--- src/rtl/keypad_loader_pkg.sv ---
// Shared types and helpers for the keypad digit loader: FSM encoding,
// entry-size default and the one-hot key decoder.
package keypad_loader_pkg;

    localparam int unsigned KEY_W              = 10;
    localparam int unsigned BCD_W              = 4;
    localparam int unsigned DIGITS_W           = 2;
    localparam int unsigned MAX_DIGITS_DEFAULT = 3;

    typedef enum logic [1:0] {
        IDLE     = 2'd0,
        DEBOUNCE = 2'd1,
        STROBE   = 2'd2,
        RELEASE  = 2'd3
    } state_t;

    typedef struct packed {
        logic             valid;
        logic [BCD_W-1:0] digit;
    } bcd_t;

    // valid only when exactly one key bit is set; digit is that bit's index
    function automatic bcd_t onehot_to_bcd(input logic [KEY_W-1:0] key);
        bcd_t        r;
        int unsigned ones;
        r    = '0;
        ones = 0;
        for (int unsigned i = 0; i < KEY_W; i++) begin
            if (key[i]) begin
                ones    = ones + 1;
                r.digit = BCD_W'(i);
            end
        end
        r.valid = (ones == 1);
        return r;
    endfunction

endpackage

--- src/rtl/keypad_loader_stable_counter.sv ---
// Saturating stability counter; reach_c flags the sample that brings the
// count up to LIMIT so the caller can transition on that same edge.
module keypad_loader_stable_counter #(
    parameter int unsigned LIMIT = 4
) (
    input  logic clk,
    input  logic clear,
    input  logic restart,
    input  logic inc,
    output logic reach_c
);

    localparam int unsigned CNT_W = 8;

    logic [CNT_W-1:0] count;

    always_ff @(posedge clk or posedge clear) begin
        if (clear) begin
            count <= '0;
        end else if (restart) begin
            count <= '0;
        end else if (inc && (count != '1)) begin
            count <= count + CNT_W'(1);
        end
    end

    assign reach_c = inc && !restart &&
                     ((9'(count) + 9'd1) >= 9'(LIMIT));

endmodule

--- src/rtl/keypad_loader.sv ---
// Debounces a 10-key keypad and shifts each accepted digit into a timer
// with a single active-low load strobe, tracking digits per entry.
module keypad_loader
    import keypad_loader_pkg::*;
#(
    parameter int unsigned DEBOUNCE_CYCLES = 4,
    parameter int unsigned MAX_DIGITS      = MAX_DIGITS_DEFAULT
) (
    input  logic                clk,
    input  logic                clear,
    input  logic [KEY_W-1:0]    keypad,
    input  logic                inhibit,
    input  logic                restart,
    output logic [BCD_W-1:0]    data,
    output logic                load,
    output logic [DIGITS_W-1:0] digits,
    output logic                full
);

    state_t              state;
    logic [KEY_W-1:0]    sync1;
    logic [KEY_W-1:0]    sync2;
    logic [KEY_W-1:0]    latched;
    logic [BCD_W-1:0]    latched_digit;
    bcd_t                dec_c;
    logic                cnt_restart_c;
    logic                cnt_inc_c;
    logic                cnt_reach_c;
    logic                go_strobe_c;
    logic [DIGITS_W-1:0] digits_nxt_c;

    // two-flop synchronizer; nothing downstream looks at raw keypad
    always_ff @(posedge clk or posedge clear) begin
        if (clear) begin
            sync1 <= '0;
            sync2 <= '0;
        end else begin
            sync1 <= keypad;
            sync2 <= sync1;
        end
    end

    // one counter serves both stable-press and stable-release timing
    keypad_loader_stable_counter #(
        .LIMIT   (DEBOUNCE_CYCLES)
    ) u_stable (
        .clk     (clk),
        .clear   (clear),
        .restart (cnt_restart_c),
        .inc     (cnt_inc_c),
        .reach_c (cnt_reach_c)
    );

    always_comb begin
        dec_c         = onehot_to_bcd(sync2);
        cnt_restart_c = 1'b1;
        cnt_inc_c     = 1'b0;
        case (state)
            DEBOUNCE: begin
                if (!inhibit && (sync2 == latched)) begin
                    cnt_restart_c = 1'b0;
                    cnt_inc_c     = 1'b1;
                end
            end
            RELEASE: begin
                if (sync2 == '0) begin
                    cnt_restart_c = 1'b0;
                    cnt_inc_c     = 1'b1;
                end
            end
            default: ;
        endcase
        go_strobe_c  = (state == DEBOUNCE) && cnt_inc_c && cnt_reach_c;
        digits_nxt_c = digits;
        if (restart) begin
            digits_nxt_c = '0;
        end else if (go_strobe_c) begin
            digits_nxt_c = digits + DIGITS_W'(1);
        end
    end

    always_ff @(posedge clk or posedge clear) begin
        if (clear) begin
            state         <= IDLE;
            load          <= 1'b1;
            data          <= '0;
            digits        <= '0;
            full          <= 1'b0;
            latched       <= '0;
            latched_digit <= '0;
        end else begin
            load   <= 1'b1;
            digits <= digits_nxt_c;
            full   <= (digits_nxt_c == DIGITS_W'(MAX_DIGITS));
            case (state)
                IDLE: begin
                    if (dec_c.valid && !inhibit && !full) begin
                        latched       <= sync2;
                        latched_digit <= dec_c.digit;
                        state         <= DEBOUNCE;
                    end
                end
                DEBOUNCE: begin
                    if (go_strobe_c) begin
                        load  <= 1'b0;
                        data  <= latched_digit;
                        state <= STROBE;
                    end else if (inhibit || (sync2 != latched)) begin
                        state <= RELEASE;
                    end
                end
                STROBE: begin
                    state <= RELEASE;
                end
                RELEASE: begin
                    if (cnt_reach_c) begin
                        state <= IDLE;
                    end
                end
                default: state <= IDLE;
            endcase
        end
    end

endmodule

--- config.mk ---
export PLATFORM = sky130hd
export DESIGN_NAME = keypad_loader
export DESIGN_NICKNAME = d
export VERILOG_FILES = /design/src/rtl/keypad_loader_pkg.sv /design/src/rtl/keypad_loader_stable_counter.sv /design/src/rtl/keypad_loader.sv
export SDC_FILE = /design/constraint.sdc
export NUM_CORES = 1
export LEC_CHECK = 0
export ABC_AREA = 1
export BUFFER_PORTS_ARGS = -buffer_cell sky130_fd_sc_hd__buf_2
export CORE_MARGIN = 10
export CORE_UTILIZATION = 57
export DETAILED_ROUTE_END_ITERATION = 8
export PLACE_DENSITY_LB_ADDON = 0.12
export SYNTH_ARGS = -nofsm -noshare
export SYNTH_HDL_FRONTEND = slang
export SYNTH_SLANG_ARGS = --single-unit
--- constraint.sdc ---
create_clock -name clk -period 6.9 [get_ports clk]
set_input_delay 1.035 -clock clk [delete_from_list [all_inputs] [get_ports clk]]
set_output_delay 1.035 -clock clk [all_outputs]
set_load 0.02 [all_outputs]
==> impl_metrics.py, run 1 <==
metrics = {
    "status": {
        "status": "completed",
    },
    "setup_path": {
        "arrival_ns": 5.82,
        "r2r_end": "latched[7]",
        "cp_slowest_stage_delay_ns": 0.41,
        "cp-startpoint": "sync2[1]",
        "critPathSlowestCell": "dfrtp_1",
        "path_max_fanout": 28,
        "r2r_start": "sync2[1]",
        "cp-start-kind": "flip-flop",
        "crit_type": "reg2reg",
        "r2r_setup_slack_ns": 1.27,
        "cp-end-kind": "flip-flop",
        "crit_path_end": "latched[7]",
        "crit_top_cell": "nand2_1",
        "rr_worst_depth": 37,
        "crit_required_ns": 7.08,
    },
    "die": {
        "core_mm2": 0.00544,
        "dieHeight_um": 94.4,
        "pin_count": 22,
        "die_width_um": 94.4,
        "die-area_mm2": 0.00891,
        "row_count": 27,
        "start_util": 0.580,
    },
    "clock_tree": {
        "hold_buffers": 0,
        "clkLatencyLatePin_ns": 0.31,
        "clk_pin_slew_ns": 0.09,
        "htreeDepth": 2,
        "clockBufferDepth": 2,
        "cts_root_buf": "clkbuf_8",
        "cts_tree": "done",
        "cts_setup_buffers": 0,
        "numCtsBuffers": 5,
        "post_cts_resized": 0,
        "clock-sinks": 52,
    },
    "pwr": {
        "p_switching_mw": 0.363,
        "pwr-share-comb": 0.343,
        "power_density_mw_per_mm2": 296,
        "p_sw_frac": 0.356,
        "pwr-share-clk": 0.234,
        "ir_worst_vdd_mv": 0.200,
        "power_leakage_nw": 1.85,
        "p_seq_frac": 0.422,
        "cellInternalPower_mw": 0.657,
    },
    "synthesis": {
        "synthesis.area_mm2": 0.00316,
        "synth_nets": 417,
        "synthAdderAreaFrac": 0.0595,
        "ys_types": 34,
        "ys_async_sr_fraction": 1.00,
        "yosys.area.top_type_share": 0.404,
        "synth_compound_area_frac": 0.0845,
        "synth_largest_area_cell": "dfrtp_1",
        "synth_top_family_by_area": "simple AND/OR/NAND/NOR gates",
        "muxShareOfSynthArea": 0.0174,
        "synth_area_leaders": "dfrtp_1 40%, nand2_1 12%, ha_1 5.9%, inv_1 5.2%, nand2_2 5.0%",
        "ys_warn_count": 0,
        "synth_edf_count": 0,
        "ys_seq_elements": 52,
        "yosys.area_share.simple": 0.334,
        "synthCells": 388,
        "synth_xor_area_frac": 0.0222,
        "yosysSeqAreaShare": 0.413,
        "synth_flop_cell": "dfrtp_1",
        "avgSynthCellArea_um2": 8.13,
    },
    "placement": {
        "portBuffers": 21,
        "gp_congestion": 0.824,
        "place_hpwl_mm": 4.58,
        "placedCellCount": 478,
        "placed_area_mm2": 0.00332,
    },
    "final_layout": {
        "fin_nets": 442,
        "drive_gt1_frac": 0.232,
        "fill_cells": 477,
        "fin_util": 0.634,
        "finalNonFillerCells": 485,
        "synthToLayoutAreaGrowth_pct": 9.20,
        "final_area_mm2": 0.00345,
        "diodes": 0,
    },
    "routing": {
        "drc": 0,
        "drtAntennaViolNets": 0,
        "via_per_inst": 5.07,
        "num_vias": 2460,
        "drtIter0Drc": 122,
        "drt-total-wl_mm": 5.97,
        "drt-wirelength-per-cell_um": 12.3,
        "drt-pass1-iter-count": 4,
    },
    "sta": {
        "post-route-min-period_ns": 5.63,
        "setup_viol": 0,
        "clock-skew-final_ns": 0.00834,
        "slew-limit-headroom": 0.302,
        "rsz0062_at_grt": "false",
        "hold_slack_ns": 0.353,
        "tns_ns": 0,
        "post-route-period-util": 0.816,
        "hold_violations": 0,
        "fmax_mhz": 178,
        "slew_violations": 0,
        "tightest_slew_ns": 1.05,
    },
    "worst_hold_path": {
        "holdCritPathClass": "reg2reg",
    },
    "grt": {
        "grt_util_all_layers": 0.143,
        "grt-ovfl-total": 0,
        "grt_pass1_wl_mm": 10.4,
        "grt_max_degree": 53,
        "grt_pass1_vias": 2434,
        "antenna_found_initial": 0,
    },
    "flow_run": {
        "max_cap_viol_count": 0,
    },
}
-- power groups by stage --
| stage | Clock (mW) | Combinational, mW | Sequential, mW |
|---|---|---|---|
| after floorplan | 0 | 0.275 | 0.434 |
| after global placement | 0 | 0.339 | 0.432 |
| after detailed placement | 0 | 0.349 | 0.436 |
| after CTS | 0.244 | 0.354 | 0.430 |
| after global routing | 0.259 | 0.405 | 0.440 |
| final | 0.239 | 0.350 | 0.431 |
-- placed cells by master, fill, tap and decap left out, types with 2 or more instances in the layout --
cell       netlist  layout
a21oi_1          6       6
buf_2            0      21
bufinv_16        0       2
clkbuf_8         0       5
dfrtp_1         51      51
ha_1            15      15
inv_1           44      43
inv_2            3       4
mux2_2           4       4
nand2_1        105     105
nand2_2         25      25
nand2_4          2       2
nand3_1         31      31
nand3_2          8       8
nand4_1          8       8
nor2_1          24      24
o2111ai_1        2       2
o21ai_0         13      13
o21ai_2         15      15
o31ai_1          2       2
or2_2            6       6
xnor2_1          5       5
xor2_1           3       3
-- worst max-delay path: cells and delay by family, from the launching register on --
family,cells,cell delay (ns)
and+or+nand+nor,23,2.45
AOI/OAI and AO/OA,1,0.06
DFF,1,0.41
buffers and inverters,5,0.39
adders and majority gates,8,2.22
-- stage by stage --
step                      setup slack, ns  total power [mW]
final                                1.27              1.02
after detailed placement             1.27             0.785
after CTS                            1.25              1.03
after global placement               1.39             0.771
after global routing                0.699              1.10
after floorplan                      1.70             0.709
-- state kept, by name, summed over array words and instances, names as in the netlist --
| register | cells |
|---|---|
| latched_digit | 4 |
| state | 2 |
| sync1 | 10 |
| u_stable.count | 8 |
| digits | 2 |
| full | 1 |
| load | 1 |
| latched | 10 |
| data | 4 |
| sync2 | 10 |
-- cells in the mapped netlist, types with 2 or more instances --
cell type and count:
nand2_1 105, xor2_1 3, buf_6 3, inv_2 3, mux2_2 4, nand3_2 8
nand3_1 31, inv_1 44, a21oi_1 6, or2_2 6, xnor2_1 5, ha_1 15
o21ai_2 15, nand2_2 25, o31ai_1 2, nand2_4 2, o2111ai_1 2, nor2_1 24
o21ai_0 13, nand4_1 8, dfrtp_1 51
-- layer usage --
metal,part of all wire,up-vias,track usage
met4,0.011,0,0.0494
met1,0.50,1132,0.186
met2,0.46,29,0.231
met5,0,-,0
met3,0.029,5,0.0317
li1,-,1294,-
-- logic make-up (layout without fill, tap and decap cells) --
group / after synthesis / in the layout
AOI/OAI and AO/OA: 39 / 39
DFF: 52 / 52
muxes: 5 / 5
buffers and inverters: 52 / 77
xor gates and xnor gates: 8 / 8
and+or+nand+nor: 217 / 217
adders and majority gates: 15 / 15
-- layout make-up --
class / instances / area [um^2] / area share
Clock inverter: 2 / 60.1 / 0.0174
Clock buffer: 5 / 68.8 / 0.0200
Sequential cell: 52 / 1300 / 0.378
Timing Repair Buffer: 21 / 105 / 0.0305
Tap cell: 72 / 90.1 / 0.0261
Inverter: 49 / 186 / 0.0541
Multi-Input combinational cell: 284 / 1630 / 0.474
-- how the worst min path moves through the flow --
stage / cells past startpoint / slack [ns] / startpoint / end
final: 0 / 0.35 / sync1[9] / sync2[9]
after global routing: 0 / 0.37 / sync1[5] / sync2[5]
after CTS: 0 / 0.36 / sync1[9] / sync2[9]
after detailed placement: 0 / 0.33 / sync1[0] / sync2[0]
after global placement: 0 / 0.33 / sync1[5] / sync2[5]
after floorplan: 0 / 0.33 / sync1[0] / sync2[0]
(Power assumes the default switching activity.)
==> run 2: changes to the inputs <==
- ABC_AREA: 1 -> 0
- clock period: 6.9 -> 5.6 ns (I/O delays scaled with it)
==> run 2 against run 1 <==
The run now ends with negative setup slack left. Synthesized cell count fell by 26%. Cell count fell by 17%. Sequential power rose by 26%. Cell area rose by 9.1%. Power rose by 46%. Largest cell class unchanged.
==> impl_metrics.py, run 2 <==
metrics = {
    "status": {
        "status": "finished, violations left",
        "violations": "negative setup slack",
    },
    "routing": {
        "drt-total-wl_mm": 6.00,
        "via_per_inst": 5.44,
        "drtIter0Drc": 91,
        "drc": 0,
        "drt-wirelength-per-cell_um": 15.0,
        "num_vias": 2183,
        "drt-pass1-iter-count": 4,
        "drtAntennaViolNets": 0,
    },
    "clock_tree": {
        "clock-sinks": 52,
        "clkLatencyLatePin_ns": 0.31,
        "clk_pin_slew_ns": 0.09,
        "htreeDepth": 2,
        "clockBufferDepth": 2,
        "numCtsBuffers": 5,
        "cts_tree": "done",
        "cts_root_buf": "clkbuf_8",
    },
    "placement": {
        "gp_congestion": 0.843,
        "place_hpwl_mm": 4.19,
        "portBuffers": 21,
        "placedCellCount": 384,
    },
    "setup_path": {
        "crit_top_cell": "ha_4",
        "r2r_end": "latched[1]",
        "cp_top_family": "adder cells",
        "rr_worst_depth": 30,
        "path_max_fanout": 6,
        "crit_buf_inv": 3,
        "cp-start-kind": "flip-flop",
        "crit_cells": 30,
        "cp-startpoint": "sync2[1]",
        "crit_path_end": "latched[1]",
        "r2r_setup_slack_ns": -0.21,
        "r2r_start": "sync2[1]",
        "cp-end-kind": "flip-flop",
        "crit_type": "reg2reg",
        "arrival_ns": 6.00,
        "cp_slowest_stage_delay_ns": 0.41,
        "critPathSlowestCell": "dfrtp_1",
        "crit_required_ns": 5.79,
    },
    "die": {
        "die_width_um": 93.4,
        "core_mm2": 0.00517,
        "row_count": 26,
        "die-area_mm2": 0.00872,
        "dieHeight_um": 93.4,
        "start_util": 0.594,
        "pin_count": 22,
    },
    "synthesis": {
        "yosys.area.top_type_share": 0.416,
        "yosysSeqAreaShare": 0.424,
        "synth_area_leaders": "dfrtp_1 42%, ha_1 6.1%, mux2_4 4.9%, xor2_1 4.8%, xnor2_1 4.3%",
        "synth_flop_cell": "dfrtp_1",
        "ys_types": 57,
        "ys_warn_count": 0,
        "synth_largest_area_cell": "dfrtp_1",
        "synthTopCellsByCount": "51 x dfrtp_1, 18 x nor2_1, 17 x xor2_1",
        "synth_nets": 315,
        "synth.most_common_cell": "dfrtp_1",
        "synthCells": 286,
        "avgSynthCellArea_um2": 10.7,
        "ys_seq_elements": 52,
        "ys_async_sr_fraction": 1.00,
        "synth_edf_count": 0,
        "synthesis.area_mm2": 0.00307,
    },
    "sta": {
        "hold_violations": 0,
        "rsz0062_at_grt": "true",
        "post-route-period-util": 1.04,
        "clock-skew-final_ns": 0.0129,
        "slew_violations": 0,
        "slew-limit-headroom": 0.301,
        "setup_slack_ns": -0.209,
        "fmax_mhz": 172,
        "tightest_slew_ns": 1.05,
        "post-route-min-period_ns": 5.81,
        "setup_viol": 16,
    },
    "pwr": {
        "power_leakage_nw": 1.80,
        "ir_worst_vdd_mv": 0.210,
        "power_density_mw_per_mm2": 398,
        "finalPower_mw": 1.49,
    },
    "grt": {
        "grt_max_degree": 53,
        "antenna_found_initial": 0,
        "grt_pass1_vias": 2252,
        "grt_util_all_layers": 0.147,
        "grt_pass1_wl_mm": 10.5,
        "grt-ovfl-total": 0,
    },
    "final_layout": {
        "largestRegisters": "latched: 10 flops, sync1: 10 flops, sync2: 10 flops",
        "fin_nets": 359,
        "drive_gt1_frac": 0.332,
        "regArea_mm2": 0.00130,
        "fin_util": 0.727,
        "synthToLayoutAreaGrowth_pct": 22.5,
        "layout_common_cells": "51 x dfrtp_1, 25 x buf_4, 21 x buf_2",
        "layout_commonest_cell": "dfrtp_1",
        "finalNonFillerCells": 401,
        "diodes": 0,
        "fill_cells": 366,
        "multi_input_area_mm2": 0.00185,
    },
    "worst_hold_path": {
        "holdCritPathClass": "reg2reg",
    },
    "flow_run": {
        "max_cap_viol_count": 0,
    },
}
run 2: how the worst min path moves through the flow:
stage | start | endpoint | slack (ns) | cells after the start
floorplan | sync1[0] | sync2[0] | 0.33 | 0
global placement | sync1[2] | sync2[2] | 0.33 | 0
detailed placement | sync1[0] | sync2[0] | 0.34 | 0
CTS | sync1[0] | sync2[0] | 0.36 | 0
global route | sync1[8] | sync2[8] | 0.37 | 0
finish | sync1[5] | sync2[5] | 0.35 | 0
run 2: kinds of logic after synthesis:
family | synth area share
AO/OA/AOI/OAI | 0.118
XOR/XNOR | 0.127
adder cells (fa/ha/maj) | 0.0611
buffers and inverters | 0.0395
flip-flops | 0.424
multiplexers | 0.0880
AND/OR/NAND/NOR | 0.142
run 2: repair_timing:
item,CTS,global route
pin swaps,12,15
endpoints found under the setup margin,16,16
setup buffers,5,3
gates resized for setup,17,9
hold buffers,0,0
gates cloned,1,0
run 2: area by class of cell:
type | instances | area share
multi-input combinational | 207 | 0.492
inverter | 15 | 0.0150
timing repair buffer | 49 | 0.0935
clock inverter | 3 | 0.0113
clock buffer | 5 | 0.0183
sequential | 52 | 0.346
tap | 70 | 0.0233
run 2: through the flow:
stage | hold WS (ns) | area, um^2 | setup TNS, ns | setup slack [ns]
2_1_floorplan | 0.331 | 3150 | -1.85 | -0.173
3_3_place_gp | 0.332 | 3430 | -1.38 | -0.111
3_5_place_dp | 0.337 | 3430 | -4.07 | -0.301
4_1_cts | 0.358 | 3690 | -1.51 | -0.118
5_1_grt | 0.369 | 3760 | -8.03 | -0.530
6_report | 0.353 | 3760 | -2.74 | -0.209
run 2: layer usage:
metal,GRT usage,part of all wire,wire length (um)
met3,0.0320,0.033,195
met1,0.185,0.46,2750
met4,0.0617,0.016,95
met2,0.237,0.49,2960
met5,0,0,0
run 2: report_power, final:
part	leakage, nW	internal, mW	switching [mW]
sequential	0.651	0.461	0.0834
clock	0.0541	0.132	0.124
combinational	1.10	0.379	0.315
total	1.80	0.972	0.523
